File: config.mk
export PLATFORM = sky130hd
export DESIGN_NAME = dmem_arbiter
export DESIGN_NICKNAME = d
export VERILOG_FILES = /design/src/rtl/dmem_arb_pkg.sv /design/src/rtl/dmem_starve_counter.sv /design/src/rtl/dmem_arbiter.sv
export SDC_FILE = /design/constraint.sdc
export NUM_CORES = 1
export LEC_CHECK = 0
export CAP_MARGIN = 5
export CORE_AREA = 4 4 114 116
export CTS_BUF_LIST = sky130_fd_sc_hd__clkbuf_16
export DETAILED_ROUTE_END_ITERATION = 10
export DIE_AREA = 0 0 118 120
export PLACE_DENSITY = 0.72
export SLEW_MARGIN = 40
export SYNTH_ARGS = -nofsm -noshare
export SYNTH_HDL_FRONTEND = slang
export SYNTH_SLANG_ARGS = --single-unit
File: constraint.sdc
create_clock -name clk -period 3.6 [get_ports clk]
set_input_delay 1.08 -clock clk [delete_from_list [all_inputs] [get_ports clk]]
set_output_delay 1.08 -clock clk [all_outputs]
set_load 0.005 [all_outputs]
File: src/rtl/dmem_arb_pkg.sv
// rtl/dmem_arb_pkg.sv - shared types and constants for the data-memory arbiter
// Contents:
//   arb_state_t : arbitration mode (NORMAL = CPU priority, FORCE = display slot)
//   owner_t     : which requester owns the read data returning next cycle
//   REQ_*       : bit positions of the requesters in grant vectors
package dmem_arb_pkg;

    typedef enum logic {
        ST_NORMAL = 1'b0,
        ST_FORCE  = 1'b1
    } arb_state_t;

    typedef enum logic [1:0] {
        OWN_NONE = 2'd0,
        OWN_CPU  = 2'd1,
        OWN_DISP = 2'd2
    } owner_t;

    localparam int REQ_CPU  = 0;
    localparam int REQ_DISP = 1;
    localparam int NUM_REQ  = 2;

endpackage

File: src/rtl/dmem_starve_counter.sv
// rtl/dmem_starve_counter.sv - saturating display wait counter with force request
// Ports:
//   clk, reset   : clock, asynchronous active-low reset
//   pending      : display request is present this cycle
//   granted      : display request is granted this cycle
//   force_grant  : request denied for the last allowed cycle; next cycle must serve it
module dmem_starve_counter #(
    parameter int MAX_WAIT = 8
) (
    input  logic clk,
    input  logic reset,
    input  logic pending,
    input  logic granted,
    output logic force_grant
);

    localparam int             CW   = $clog2(MAX_WAIT + 1);
    localparam logic [CW-1:0]  SAT  = CW'(MAX_WAIT);
    localparam logic [CW-1:0]  LAST = CW'(MAX_WAIT - 1);

    logic [CW-1:0] wait_cnt;

    always_ff @(posedge clk or negedge reset) begin
        if (!reset) begin
            wait_cnt <= '0;
        end else if (!pending || granted) begin
            wait_cnt <= '0;
        end else if (wait_cnt != SAT) begin
            wait_cnt <= wait_cnt + CW'(1);
        end
    end

    // Fires in the cycle that completes the MAX_WAIT-th consecutive denial.
    assign force_grant = pending && !granted && (wait_cnt >= LAST);

endmodule

File: src/rtl/dmem_arbiter.sv
// rtl/dmem_arbiter.sv - arbitrates the single-port data memory between CPU and display
// Ports:
//   clk, reset                          : clock, asynchronous active-low reset
//   cpu_read/cpu_write/cpu_addr/cpu_wdata : CPU load/store request (held while cpu_stall)
//   cpu_stall, cpu_rvalid, cpu_rdata    : CPU backpressure and 1-cycle load response
//   disp_req/disp_addr                  : display read request (level, held until disp_ack)
//   disp_ack, disp_rdata                : display grant pulse and held read word
//   err_conflict, err_addr              : error pulses (read+write together, address >= DEPTH)
//   mem_read/mem_write/read_address/write_address/write_data/mem_data : dmemory interface
module dmem_arbiter #(
    parameter int WIDTH    = 32,
    parameter int DEPTH    = 1024,
    parameter int MAX_WAIT = 8
) (
    input  logic             clk,
    input  logic             reset,
    input  logic             cpu_read,
    input  logic             cpu_write,
    input  logic [WIDTH-1:0] cpu_addr,
    input  logic [WIDTH-1:0] cpu_wdata,
    output logic             cpu_stall,
    output logic             cpu_rvalid,
    output logic [WIDTH-1:0] cpu_rdata,
    input  logic             disp_req,
    input  logic [WIDTH-1:0] disp_addr,
    output logic             disp_ack,
    output logic [WIDTH-1:0] disp_rdata,
    output logic             err_conflict,
    output logic             err_addr,
    output logic             mem_read,
    output logic             mem_write,
    output logic [WIDTH-1:0] read_address,
    output logic [WIDTH-1:0] write_address,
    output logic [WIDTH-1:0] write_data,
    input  logic [WIDTH-1:0] mem_data
);

    import dmem_arb_pkg::*;

    localparam logic [WIDTH-1:0] DEPTH_W = WIDTH'(DEPTH);

    arb_state_t         state_q, state_d;
    owner_t             owner_q, owner_d;
    logic               bad_q, bad_d;
    logic [WIDTH-1:0]   disp_rdata_q;
    logic [NUM_REQ-1:0] gnt;
    logic               force_disp;

    logic cpu_conflict, cpu_valid, cpu_addr_bad, disp_addr_bad;

    // A read+write pair is consumed as an error, so only a single op is a real request.
    assign cpu_conflict  = cpu_read & cpu_write;
    assign cpu_valid     = cpu_read ^ cpu_write;
    assign cpu_addr_bad  = (cpu_addr >= DEPTH_W);
    assign disp_addr_bad = (disp_addr >= DEPTH_W);

    dmem_starve_counter #(
        .MAX_WAIT (MAX_WAIT)
    ) u_starve (
        .clk         (clk),
        .reset       (reset),
        .pending     (disp_req),
        .granted     (gnt[REQ_DISP]),
        .force_grant (force_disp)
    );

    always_ff @(posedge clk or negedge reset) begin
        if (!reset) begin
            state_q      <= ST_NORMAL;
            owner_q      <= OWN_NONE;
            bad_q        <= 1'b0;
            disp_rdata_q <= '0;
        end else begin
            state_q <= state_d;
            owner_q <= owner_d;
            bad_q   <= bad_d;
            if (owner_q == OWN_DISP) begin
                disp_rdata_q <= bad_q ? '0 : mem_data;
            end
        end
    end

    always_comb begin
        state_d       = state_q;
        owner_d       = OWN_NONE;
        bad_d         = 1'b0;
        gnt           = '0;
        cpu_stall     = 1'b0;
        disp_ack      = 1'b0;
        err_conflict  = 1'b0;
        err_addr      = 1'b0;
        mem_read      = 1'b0;
        mem_write     = 1'b0;
        read_address  = '0;
        write_address = '0;
        write_data    = '0;

        // Request-driven outputs are held at zero while reset is asserted.
        if (reset) begin
            err_conflict = cpu_conflict;

            case (state_q)
                ST_NORMAL: begin
                    gnt[REQ_CPU]  = cpu_valid;
                    gnt[REQ_DISP] = disp_req & ~cpu_valid;
                    if (force_disp) begin
                        state_d = ST_FORCE;
                    end
                end
                ST_FORCE: begin
                    gnt[REQ_DISP] = disp_req;
                    gnt[REQ_CPU]  = cpu_valid & ~disp_req;
                    cpu_stall     = cpu_valid & disp_req;
                    state_d       = ST_NORMAL;
                end
                default: state_d = ST_NORMAL;
            endcase

            if (gnt[REQ_CPU]) begin
                if (cpu_addr_bad) begin
                    err_addr = 1'b1;
                    // A bad load still answers, with zero data.
                    if (cpu_read) begin
                        owner_d = OWN_CPU;
                        bad_d   = 1'b1;
                    end
                end else if (cpu_write) begin
                    mem_write     = 1'b1;
                    write_address = cpu_addr;
                    write_data    = cpu_wdata;
                end else begin
                    mem_read     = 1'b1;
                    read_address = cpu_addr;
                    owner_d      = OWN_CPU;
                end
            end else if (gnt[REQ_DISP]) begin
                disp_ack = 1'b1;
                owner_d  = OWN_DISP;
                bad_d    = disp_addr_bad;
                err_addr = disp_addr_bad;
                if (!disp_addr_bad) begin
                    mem_read     = 1'b1;
                    read_address = disp_addr;
                end
            end
        end
    end

    assign cpu_rvalid = (owner_q == OWN_CPU);
    assign cpu_rdata  = (cpu_rvalid && !bad_q) ? mem_data : '0;
    assign disp_rdata = disp_rdata_q;

endmodule

==> results.md <==
| Parameter | Reported | Unit |
|---|---|---|
| Outcome | finished with violations | - |
| Violated checks | negative setup slack | - |
| Leakage component of the power | 2.80 | nW |
| Post-route DRC violation count | 0 | - |
| Worst setup slack after layout | -0.255 | ns |
| Worst voltage drop across the vdd grid | 0.171 | mV |
| Fraction of the mapped netlist area in adder cells | 1.31 | % |
| Number of buffers on the longest clock path | 2 | - |
| Dominant combinational cell family by area after synthesis | simple AND/OR/NAND/NOR gates | - |
| Max-capacitance violation count | 0 | - |
| CTS HTree Levels | 2 | - |
| Count of pins on the block boundary | 300 | - |
| Highest clock rate | 0.259 | GHz |
| Unrepaired setup endpoints after global routing | yes | - |
| Number of violations reported at the end of detailed-routing iteration 0 | 126 | - |
| Final setup violation count | 53 | - |
| Layout cells sized above 1 | 30.5 | % |
| Reg clk slew, reported paths | 0.05 | ns |
| Worst rel slew slack | 63.0 | % |
| Remaining number of nets flagged by the antenna check after routing | 0 | - |
| Seq cells post-synth | 40 | - |
| Detailed-route vias per instance | 4.30 | - |
| Launch point of the critical path | cpu_write | - |
| Worst-path cell with the longest stage delay | or4_4 | - |
| Number of port buffers | 255 | - |
| Clock Sink Count | 40 | - |
| First-pass GRT wire length | 18800 | um |
| Setup slack, reg-to-reg | 1.85 | ns |
| Cells after Synth | 358 | - |
| Crit. End Element | output pin | - |
| CP Cell Sequence | buf_8 -> ha_4 -> a21boi_4 -> nand2_2 -> buf_6 -> or4_4 -> buf_4 -> a21oi_2 -> buf_2 | - |
| GP Congestion | 0.816 | - |
| Critical path capture point | read_address[2] | - |
| Clock buffer count from CTS | 5 | - |
| Detailed-route via count | 3394 | - |
| Worst setup skew after layout | 0.00488 | ns |
| All-layer global routing usage | 16.6 | % |
| Antenna violations before repair | 0 | - |
| Arrival time worst endpoint | 2.77 | ns |
| Total power divided by cell area | 262 | mW/mm2 |
| Mean instance size in the synthesized netlist | 8.02 | um2 |
| Synth warnings | 0 | - |
| Die outline area | 0.0142 | mm2 |
| Synthesized-area fraction occupied by ao, oa, aoi and oai cells | 10.1 | % |
| Die width | 118 | um |
| Reg2Reg Depth | 7 | - |
| Register area share after synthesis | 34.8 | % |
| Time the worst path needs with I/O delays and setup | 3.85 | ns |
| CTS Root Cell | clkbuf_16 | - |
| Post-route fraction of the period consumed by the critical path | 107 | % |
| Simple-gate share of the synthesized area | 33.8 | % |
| Area Growth Syn to Fin | 112 | % |
| Drt total wl | 12800 | um |
| Async S/R FF share, synth | 100 | % |
| Row count | 40 | - |
| Antenna cell count | 0 | - |
| Clock tree from TritonCTS | done | - |
| Count of final max-slew check failures | 0 | - |
| Overflow left after global routing | 0 | - |
| Routed WL per cell | 16.3 | um |
| Number of global-route vias before repair | 3439 | - |
| Clock insertion delay at the later pin of the skew report | 0.27 | ns |
| Top-area cell type share of the netlist area | 34.8 | % |
| Dominant cells by area after synthesis | dfrtp_1, buf_4, and2_1, nand2b_1, o21ai_0 | - |
| Reg-to-Reg End | owner_q[0]$_DFF_PN0_ | - |
| Maximum number of pins on one net before global-route repair | 65 | - |
| Number of iterations in the first detailed-routing pass | 4 | - |
| Initial core utilization | 24.1 | % |
| Data required time at the worst endpoint | 2.52 | ns |
| Detailed placer's ending HPWL | 10000 | um |
| Total number of nets in the final design | 779 | - |
| Worst-path fanout max | 5 | - |
| Floorplan Core Area | 0.0119 | mm2 |
| Number of library cell types mapped by synthesis | 31 | - |
| Most common cell after layout, fill and taps aside | clkdlybuf4s50_1 | - |
| Number of fill cells in the layout | 1114 | - |
| Cell area after synthesis | 0.00287 | mm2 |
| Top_reg_cell synth | dfrtp_1 | - |
| Proportion of synthesized area in mux cells | 3.83 | % |
| Worst-case hold slack | 0.477 | ns |
| EDFF count, synth | 0 | - |
| Commonest non-fill, non-tap cells in the layout | clkdlybuf4s50_1, buf_6, conb_1, nor2_1, and2_4 | - |
| Top cell type by total area after synthesis | dfrtp_1 | - |
| Reg2reg start | state_q$_DFFE_PN0P_ | - |
| DP Worst Slack | -1.01 | ns |
| Worst Hold Class | reg2reg | - |
| Endpoints failing hold | 0 | - |
| Worst Setup Path Type | in2out | - |
| Slew at the pin closest to its max-slew limit | 0.555 | ns |
| Post-synthesis xor/xnor area fraction | 0.610 | % |
| Die extent in y | 120 | um |
| Number of buffers inserted by hold repair at cts | 0 | - |
| Startpoint class of the critical path | primary input | - |
| Max incr delay on CP | 0.53 | ns |
synth_stat cells, drive strengths merged, types with 2 or more instances:
library cell and count:
nand2 42, nor2 41, ha 3, nand4 3
nor4 11, buf 49, inv 6, a21oi 13
mux2i 11, clkbuf 16, o22ai 2, and2 43
o21ai 35, dfrtp 40, nand2b 34
metrics by stage:
step                utilization [%]  cells  area, um2  total power [mW]  TNS [ns]
global route                   51.2    790       6100              1.70    -10.66
finish                         51.2    790       6100              1.60     -7.36
floorplan                         -    401       3040             0.801         0
detailed placement             46.0    755       5480              1.19    -51.24
CTS                            47.9    786       5710              1.62     -7.24
global placement               46.0    755       5480              1.18    -47.22
critical path: cells and delay by family:
kind	cells	cell delay, ns
simple gates	2	0.63
buf+inv	4	0.50
compound gates	2	0.28
fa+ha+maj	1	0.26
layout make-up:
cell class / count / area (um2) / share of cell area [%]
clock buffers: 5 / 125 / 2.05
repair buffers: 299 / 2950 / 48.4
flip-flops and latches: 40 / 1000 / 16.4
multi-input cells: 291 / 1810 / 29.6
well taps: 147 / 184 / 3.01
inverters: 6 / 22.5 / 0.369
clock inverters: 2 / 8.76 / 0.144
layer usage:
| layer | track usage (%) | vias to the layer above | wire length [um] |
|---|---|---|---|
| li1 | - | 1642 | - |
| met1 | 16.9 | 1561 | 4500 |
| met2 | 31.7 | 175 | 6950 |
| met3 | 6.41 | 16 | 1190 |
| met4 | 4.18 | 0 | 204 |
| met5 | 0 | - | 0 |
logic make-up (layout without fill, tap and decap cells):
group                      after synthesis  after routing
muxes                                   11             11
DFF                                     40             40
other                                    1             44
and+or+nand+nor                        179            180
AOI/OAI and AO/OA                       51             51
buffers and inverters                   71            312
adders and majority gates                3              3
xor gates and xnor gates                 2              2
power breakdown:
part / switching, mW / internal (mW)
clock network: 0.161 / 0.249
registers: 0.0563 / 0.545
logic: 0.222 / 0.367
worst min-delay path by stage:
stage,cells past startpoint,slack [ns],end,start
2_1_floorplan,2,0.47,disp_rdata[0]$_DFFE_PN0N_,disp_rdata[0]$_DFFE_PN0N_
3_3_place_gp,2,0.46,disp_rdata[18]$_DFFE_PN0N_,disp_rdata[18]$_DFFE_PN0N_
3_5_place_dp,2,0.47,disp_rdata[30]$_DFFE_PN0N_,disp_rdata[30]$_DFFE_PN0N_
4_1_cts,2,0.48,disp_rdata[30]$_DFFE_PN0N_,disp_rdata[30]$_DFFE_PN0N_
5_1_grt,2,0.50,disp_rdata[3]$_DFFE_PN0N_,disp_rdata[3]$_DFFE_PN0N_
6_report,2,0.48,disp_rdata[26]$_DFFE_PN0N_,disp_rdata[26]$_DFFE_PN0N_
flip-flops by register name, summed over array words and instances, names as in the netlist:
| register | count |
|---|---|
| disp_rdata | 32 |
| u_starve.wait_cnt | 4 |
| owner_q | 2 |
| bad_q | 1 |
| state_q | 1 |
timing repair:
action / 4_1_cts / 5_1_grt
endpoints found under the setup margin: 58 / 56
pin swaps: 32 / 48
gates cloned: 5 / 1
setup buffers: 19 / 3
resized for setup: 362 / 107
No activity file was read; power rests on OpenSTA's default activity.
